[src/rtl/mem_arbiter_pkg.sv]
// Shared types for the memory arbiter: RAM handshake state, machine word,
// and the arbiter grant state.
package mem_arbiter_pkg;

    typedef logic [31:0] word_t;

    typedef enum logic [1:0] {
        FREE   = 2'd0,
        BUSY   = 2'd1,
        ACCESS = 2'd2,
        ERROR  = 2'd3
    } ramstate_t;

    typedef enum logic [1:0] {
        IDLE   = 2'd0,
        IREAD  = 2'd1,
        DREAD  = 2'd2,
        DWRITE = 2'd3
    } arb_state_t;

endpackage : mem_arbiter_pkg

[src/rtl/mem_arbiter.sv]
// mem_arbiter: shares one single-ported RAM between the instruction-fetch
// port and the data port. A request seen in IDLE is granted on the next
// cycle; each grant returns to IDLE on completion or abort.
// Optional build macro MEM_ARB_STARVE_GUARD_EN adds a starvation counter
// that lets a waiting fetch overtake the data port after STARVE_LIMIT
// consecutive data completions.
module mem_arbiter
    import mem_arbiter_pkg::*;
#(
    parameter int unsigned STARVE_LIMIT = 4,
    parameter int unsigned ADDR_W       = 32
) (
    input  logic              CLK,
    input  logic              nRST,
    input  logic              iREN,
    input  logic [ADDR_W-1:0] iaddr,
    output logic              iwait,
    output logic [ADDR_W-1:0] iload,
    input  logic              dREN,
    input  logic              dWEN,
    input  logic [ADDR_W-1:0] daddr,
    input  logic [ADDR_W-1:0] dstore,
    output logic              dwait,
    output logic [ADDR_W-1:0] dload,
    output logic              ramREN,
    output logic              ramWEN,
    output logic [ADDR_W-1:0] ramaddr,
    output logic [ADDR_W-1:0] ramstore,
    input  logic [ADDR_W-1:0] ramload,
    input  logic [1:0]        ramstate
);

    if (STARVE_LIMIT < 1) begin : g_limit_check
        $error("mem_arbiter: STARVE_LIMIT must be at least 1");
    end

    arb_state_t state_r;
    arb_state_t state_nxt_s;
    logic       req_held_s;   // granted requester still asserting its request
    logic       ram_done_s;   // RAM reports ACCESS this cycle
    logic       xfer_done_s;  // granted access completes this cycle
    logic       data_grant_s;
    logic       starve_s;     // fetch must overtake the data port

    assign ram_done_s   = (ramstate == 2'(ACCESS));
    assign xfer_done_s  = req_held_s & ram_done_s;
    assign data_grant_s = (state_r == DREAD) | (state_r == DWRITE);

    // Select the request line belonging to the current grant.
    always_comb begin
        req_held_s = 1'b0;
        case (state_r)
            IREAD:   req_held_s = iREN;
            DREAD:   req_held_s = dREN;
            DWRITE:  req_held_s = dWEN;
            IDLE:    req_held_s = 1'b0;
            default: req_held_s = 1'b0;
        endcase
    end

`ifdef MEM_ARB_STARVE_GUARD_EN
    localparam int unsigned CNT_W = $clog2(STARVE_LIMIT + 1);

    logic [CNT_W-1:0] starve_cnt_r;

    assign starve_s = iREN & (starve_cnt_r >= CNT_W'(STARVE_LIMIT));

    // Count data completions that happen while a fetch is left waiting.
    always_ff @(posedge CLK or negedge nRST) begin
        if (!nRST) begin
            starve_cnt_r <= {CNT_W{1'b0}};
        end else if (!iREN) begin
            starve_cnt_r <= {CNT_W{1'b0}};
        end else if ((state_r == IREAD) && xfer_done_s) begin
            starve_cnt_r <= {CNT_W{1'b0}};
        end else if (data_grant_s && xfer_done_s &&
                     (starve_cnt_r < CNT_W'(STARVE_LIMIT))) begin
            starve_cnt_r <= starve_cnt_r + CNT_W'(1);
        end else begin
            starve_cnt_r <= starve_cnt_r;
        end
    end
`else
    assign starve_s = 1'b0;
`endif

    // Grant state register; asynchronous reset drops any in-flight access.
    always_ff @(posedge CLK or negedge nRST) begin
        if (!nRST) begin
            state_r <= IDLE;
        end else begin
            state_r <= state_nxt_s;
        end
    end

    // Next grant: write > read > fetch in IDLE, unless the fetch is starved;
    // a grant ends on completion or when its request is withdrawn.
    always_comb begin
        state_nxt_s = state_r;
        case (state_r)
            IDLE: begin
                if (starve_s) begin
                    state_nxt_s = IREAD;
                end else if (dWEN) begin
                    state_nxt_s = DWRITE;
                end else if (dREN) begin
                    state_nxt_s = DREAD;
                end else if (iREN) begin
                    state_nxt_s = IREAD;
                end else begin
                    state_nxt_s = IDLE;
                end
            end
            IREAD, DREAD, DWRITE: begin
                if (!req_held_s || ram_done_s) begin
                    state_nxt_s = IDLE;
                end else begin
                    state_nxt_s = state_r;
                end
            end
            default: state_nxt_s = IDLE;
        endcase
    end

    // Steer the granted requester onto the RAM; strobes follow the live
    // request so an abort releases the RAM in the same cycle.
    always_comb begin
        ramREN   = 1'b0;
        ramWEN   = 1'b0;
        ramaddr  = {ADDR_W{1'b0}};
        ramstore = {ADDR_W{1'b0}};
        case (state_r)
            IREAD: begin
                ramREN  = iREN;
                ramaddr = iaddr;
            end
            DREAD: begin
                ramREN  = dREN;
                ramaddr = daddr;
            end
            DWRITE: begin
                ramWEN   = dWEN;
                ramaddr  = daddr;
                ramstore = dstore;
            end
            IDLE: begin
                ramREN = 1'b0;
            end
            default: begin
                ramREN = 1'b0;
            end
        endcase
    end

    // A port stalls while it requests and its grant has not reached ACCESS.
    always_comb begin
        iwait = iREN & ~((state_r == IREAD) & ram_done_s);
        dwait = (dREN | dWEN) & ~(data_grant_s & ram_done_s);
    end

    assign iload = ramload;
    assign dload = ramload;

endmodule : mem_arbiter
[config.mk]
export PLATFORM = sky130hd
export DESIGN_NAME = mem_arbiter
export DESIGN_NICKNAME = d
export VERILOG_FILES = /design/src/rtl/mem_arbiter_pkg.sv /design/src/rtl/mem_arbiter.sv
export SDC_FILE = /design/constraint.sdc
export NUM_CORES = 1
export LEC_CHECK = 0
export ABC_CLOCK_PERIOD_IN_PS = 3700
export CELL_PAD_IN_SITES_DETAIL_PLACEMENT = 1
export CELL_PAD_IN_SITES_GLOBAL_PLACEMENT = 1
export CORE_MARGIN = 5
export CORE_UTILIZATION = 11
export DETAILED_ROUTE_END_ITERATION = 10
export GPL_TIMING_DRIVEN = 0
export PLACE_DENSITY_LB_ADDON = 0.05
export SYNTH_ARGS = -nofsm -noshare
export SYNTH_HDL_FRONTEND = slang
export SYNTH_SLANG_ARGS = --single-unit
[constraint.sdc]
create_clock -name CLK -period 3.7 [get_ports CLK]
set_input_delay 0.37 -clock CLK [delete_from_list [all_inputs] [get_ports CLK]]
set_output_delay 0.37 -clock CLK [all_outputs]
set_load 0.01 [all_outputs]
=== After elaboration in Yosys (flattened, before gate mapping) ===
Cells that the tools add are included.

* Register bits after elaboration: 2
* Input bits: 135
* Output and inout bits: 132
* Logic and storage cells: 29

* Eq/ne operators: 5
* Multiplexer cells: 10
* Bitwise operators: 8
* Reduce and logical (&&, ||, !) cells: 5

{| class="wikitable"
|+ Operators by type and width
! cell !! number
|-
| case mux 32 bit (2 select lines) || 1
|-
| 2-to-1 mux 32 bit || 1
|-
| equality test 2 bit, second input constant || 3
|-
| 2-to-1 mux 2 bit || 3
|-
| bitwise AND 1 bit || 4
|-
| case mux 1 bit (4 select lines) || 1
|-
| case mux 2 bit (2 select lines) || 1
|-
| OR reduction 3 bit || 1
|-
| equality test 2 x 1 -> 1 bit, second input constant || 1
|-
| logical NOT 2 bit || 1
|-
| 2-to-1 mux 1 bit || 2
|-
| != test 2 bit, second input constant || 1
|-
| NOT 1 bit || 2
|-
| OR 1 bit || 2
|-
| case mux 1 bit (2 select lines) || 1
|-
| OR reduction 2 bit || 1
|-
| logical NOT 1 bit || 1
|-
| logical OR 1 bit || 1
|}

=== Logic depth before layout (Yosys ltp) ===
* Depth after elaboration: 6
* Depth in mapped cells: 7

=== Worst setup path before layout ===
Ideal clock, no wire load.

* Path kind: register -> output
* From: reg state_r[0]
* To: out ramaddr[19]
* Arrival: 1.350 ns
* Data required time: 3.330 ns
* Setup slack: 1.980 ns
* Cell stages (with the launch flop): 7
* Buffers on the path: 2
* Path through: dfrtp_1 ha_1 or2_1 buf_6 buf_6 a22oi_1 nor2_1

* Longest elaborated chain between the ends: 3
* Elaborated cells on any way between the ends: 5
* Those cells by class: eq/ne: 3; mux: 1; reduce/logical: 1

{| class="wikitable"
|+ RTL lines
! item !! RTL line !! source
|-
| from (decl) || mem_arbiter.sv:37 || <nowiki>arb_state_t state_r;</nowiki>
|-
| from (signal assigned) || mem_arbiter.sv:92 || <nowiki>state_r <= state_nxt_s;</nowiki>
|-
| equality test 2 bit || mem_arbiter.sv:132 || <nowiki>case (state_r)</nowiki>
|-
| OR reduction 2 bit (no line) || - ||
|-
| case mux 32 bit (2 select lines) * || mem_arbiter.sv:132 ||
|-
| to (decl) || mem_arbiter.sv:27 || <nowiki>output logic [ADDR_W-1:0] ramaddr,</nowiki>
|}

Every way passes the cells marked *; elsewhere a longest branch is shown, timed or not.

=== Worst setup path after layout ===
* From: reg state_r[1]
* To: out ramaddr[27]

The elaborated chain is that of the path after synthesis.

==> load_flow_metrics.sql <==
INSERT INTO impl_metrics (metric_group, metric, value, unit) VALUES
('status', 'status', 'finished, final reports clean', ''),
('floorplan', 'chipHeight', '122', 'um'),
('grt', 'largest_net_degree_at_the_start_of_global_routing', '11', ''),
('timing', 'worst_max_slew_margin_expressed_relative_to_the_limit', '0.662', ''),
('logic_synthesis', 'number_of_enable_flip_flop_cells_after_synthesis', '0', ''),
('grt', 'gr-usage-all-layers', '0.104', ''),
('floorplan', 'fp.dieArea', '14800', 'um2'),
('power_and_ir_drop', 'net-switching-power', '0.696', 'mW'),
('grt', 'antenna_found_initial', '0', ''),
('logic_synthesis', 'yosys-mux-area-fraction', '0', ''),
('timing', 'setup_repair_after_global_routing_missed_its_margin', 'no', ''),
('grt', 'grt_pass1_vias', '2383', ''),
('critical_path', 'startpoint_class', 'flip-flop', ''),
('floorplan', 'initial_core_util', '0.113', ''),
('logic_synthesis', 'post_synth_main_area_contributors', 'sky130_fd_sc_hd__buf_4, sky130_fd_sc_hd__a22oi_1, sky130_fd_sc_hd__and2_1', ''),
('finish', 'nets', '577', ''),
('power_and_ir_drop', 'intPower', '0.963', 'mW'),
('logic_synthesis', 'synth.yosys.seq_area_share', '0.0365', ''),
('logic_synthesis', 'ys_top_cells_by_count', 'sky130_fd_sc_hd__buf_4, sky130_fd_sc_hd__nor2_1, sky130_fd_sc_hd__and2_1, sky130_fd_sc_hd__a22oi_1, sky130_fd_sc_hd__clkbuf_1', ''),
('routing', 'finalWirelength', '8590', 'um'),
('routing', 'via_per_inst', '3.66', ''),
('timing', 'final_period_minus_worst_setup_slack', '2.69', 'ns'),
('clock_tree', 'clock_sinks', '2', ''),
('timing', 'min_period_over_period', '0.728', ''),
('logic_synthesis', 'largest_family_of_logic_cells_by_synthesized_area', 'buffers and inverters', ''),
('clock_tree', 'cts_resized', '0', ''),
('routing', 'antenna_violating_nets_post_route', '0', ''),
('logic_synthesis', 'synth.most_common_cell', 'sky130_fd_sc_hd__buf_4', ''),
('finish', 'insertedDiodeCount', '0', ''),
('floorplan', 'chipWidth', '122', 'um'),
('timing', 'slew_violations', '0', ''),
('floorplan', 'core_region_area', '12100', 'um2'),
('critical_path', 'crit_path_end_kind', 'primary output', ''),
('critical_path', 'reg2regPathDepth', '6', ''),
('timing', 'fmax', '371', 'MHz'),
('clock_tree', 'longest_clk_path_bufs', '2', ''),
('finish', 'largest_register', 'state_r', ''),
('critical_path', 'worstSetupPathDepth', '7', ''),
('place', 'port_buffers', '234', ''),
('clock_tree', 'cts_post_setup_buffers_inserted', '0', ''),
('logic_synthesis', 'synth-xor-area-share', '0', ''),
('clock_tree', 'cts-buffers-inserted', '3', ''),
('power_and_ir_drop', 'leakage_dissipation', '1.61', 'nW'),
('logic_synthesis', 'synth_adder_area_share', '0.0365', ''),
('min_path', 'hold_path_class', 'input port to async pin', ''),
('routing', 'wl_per_cell', '14.2', 'um'),
('critical_path', 'critical-path-slowest-cell', 'sky130_fd_sc_hd__clkdlybuf4s50_1', ''),
('logic_synthesis', 'synth.cell_area', '1370', 'um2'),
('grt', 'grt_pass1_wl', '12400', 'um'),
('critical_path', 'critical_path.n_buffers_inverters', '4', ''),
('logic_synthesis', 'synth.lib_cells_used.distinct', '18', ''),
('floorplan', 'ioPinCount', '267', ''),
('place', 'place_congestion', '0.686', ''),
('routing', 'dr_total_vias', '2209', ''),
('finish', 'max_reg_flops', '2', ''),
('clock_tree', 'count_of_hold_fix_buffers_inserted_at_cts', '0', ''),
('floorplan', 'rows', '40', ''),
('routing', 'drt-initial-drc-count', '18', ''),
('finish', 'final_design_area_no_fill', '4000', 'um2'),
('power_and_ir_drop', 'irDropWorstVdd', '0.174', 'mV'),
('timing', 'setup_viol', '0', ''),
('power_and_ir_drop', 'share_clk_of_total_power', '0.099', ''),
('logic_synthesis', 'synth_compound_gate_area_share', '0.239', ''),
('job', 'drv.max_cap_violation_count', '0', ''),
('routing', 'drcViolationCount', '0', ''),
('critical_path', 'timing.critical_path.max_delay_family', 'buffers and inverters', ''),
('finish', 'final_layout_size_suffix_gt1_frac', '0.183', ''),
('power_and_ir_drop', 'share_seq_of_total_power', '0.027', ''),
('clock_tree', 'tritoncts_clock_tree', 'built', ''),
('power_and_ir_drop', 'power_switching_share', '0.419', ''),
('place', 'dpl-instance-area', '3920', 'um2');
==> per-layer routing <==
metal / track usage / wire length, um / vias to the layer above
met2: 0.193 / 4250 / 157
met5: 0 / 0 / -
met4: 0.0280 / 119 / 0
met1: 0.0949 / 2820 / 980
met3: 0.0627 / 1390 / 8
li1: - / - / 1064
==> worst paths after layout <==
path | start | endpoint | slack [ns]
max | state_r[1] | ramaddr[27] | 1.01
min | nRST | state_r[1] | 0.32
max reg2reg | state_r[1] | state_r[1] | 2.14
min reg2reg | state_r[0] | state_r[0] | 0.56
max in group asynchronous | nRST | state_r[0] | 3.26
min in group CLK | state_r[0] | state_r[0] | 0.56
==> cells by family after synthesis <==
| logic type | count (synthesis) |
|---|---|
| AOI/OAI and AO/OA | 39 |
| DFF | 2 |
| and+or+nand+nor | 70 |
| buffers and inverters | 84 |
| adders and majority gates | 4 |
==> metrics by stage <==
| step | hold WS (ns) | std cells | utilization | worst slack, ns |
|---|---|---|---|---|
| final | 0.317 | 604 | 0.330 | 1.01 |
| after global routing | 0.327 | 604 | 0.330 | 0.800 |
| after CTS | 0.313 | 604 | 0.330 | 0.920 |
| after detailed placement | 0.549 | 601 | 0.324 | 1.18 |
| after global placement | 0.542 | 601 | 0.324 | 1.19 |
| after floorplan | 0.0744 | 199 | - | 1.98 |
==> power groups by stage <==
stage                     Clock (mW)  Combinational, mW  Sequential (mW)
after detailed placement           0               1.49           0.0453
final                          0.164               1.45           0.0451
after global routing           0.171               1.58           0.0472
after floorplan                    0              0.706           0.0408
after CTS                      0.169               1.50           0.0453
after global placement             0               1.49           0.0448
==> cell usage in the layout, fill, tap and decap left out, drive strengths merged, types with 2 or more instances in the layout <==
cell and count:
clkdlybuf4s50 234, a21oi 2, o2bb2ai 2, nor2 33
a22oi 33, and2 32, nor2b 3, clkbuf 12
inv 5, dfrtp 2, ha 4, buf 70
==> cell type report <==
| class | instances | area, um2 |
|---|---|---|
| plain buffers | 79 | 572 |
| clock buffers | 3 | 75.1 |
| fillers | 1484 | 8110 |
| inverters | 5 | 18.8 |
| multi-input cells | 113 | 731 |
| flip-flops and latches | 2 | 50.0 |
| well taps | 168 | 210 |
| repair buffers | 234 | 2340 |
No activity file was read; power rests on OpenSTA's default activity.
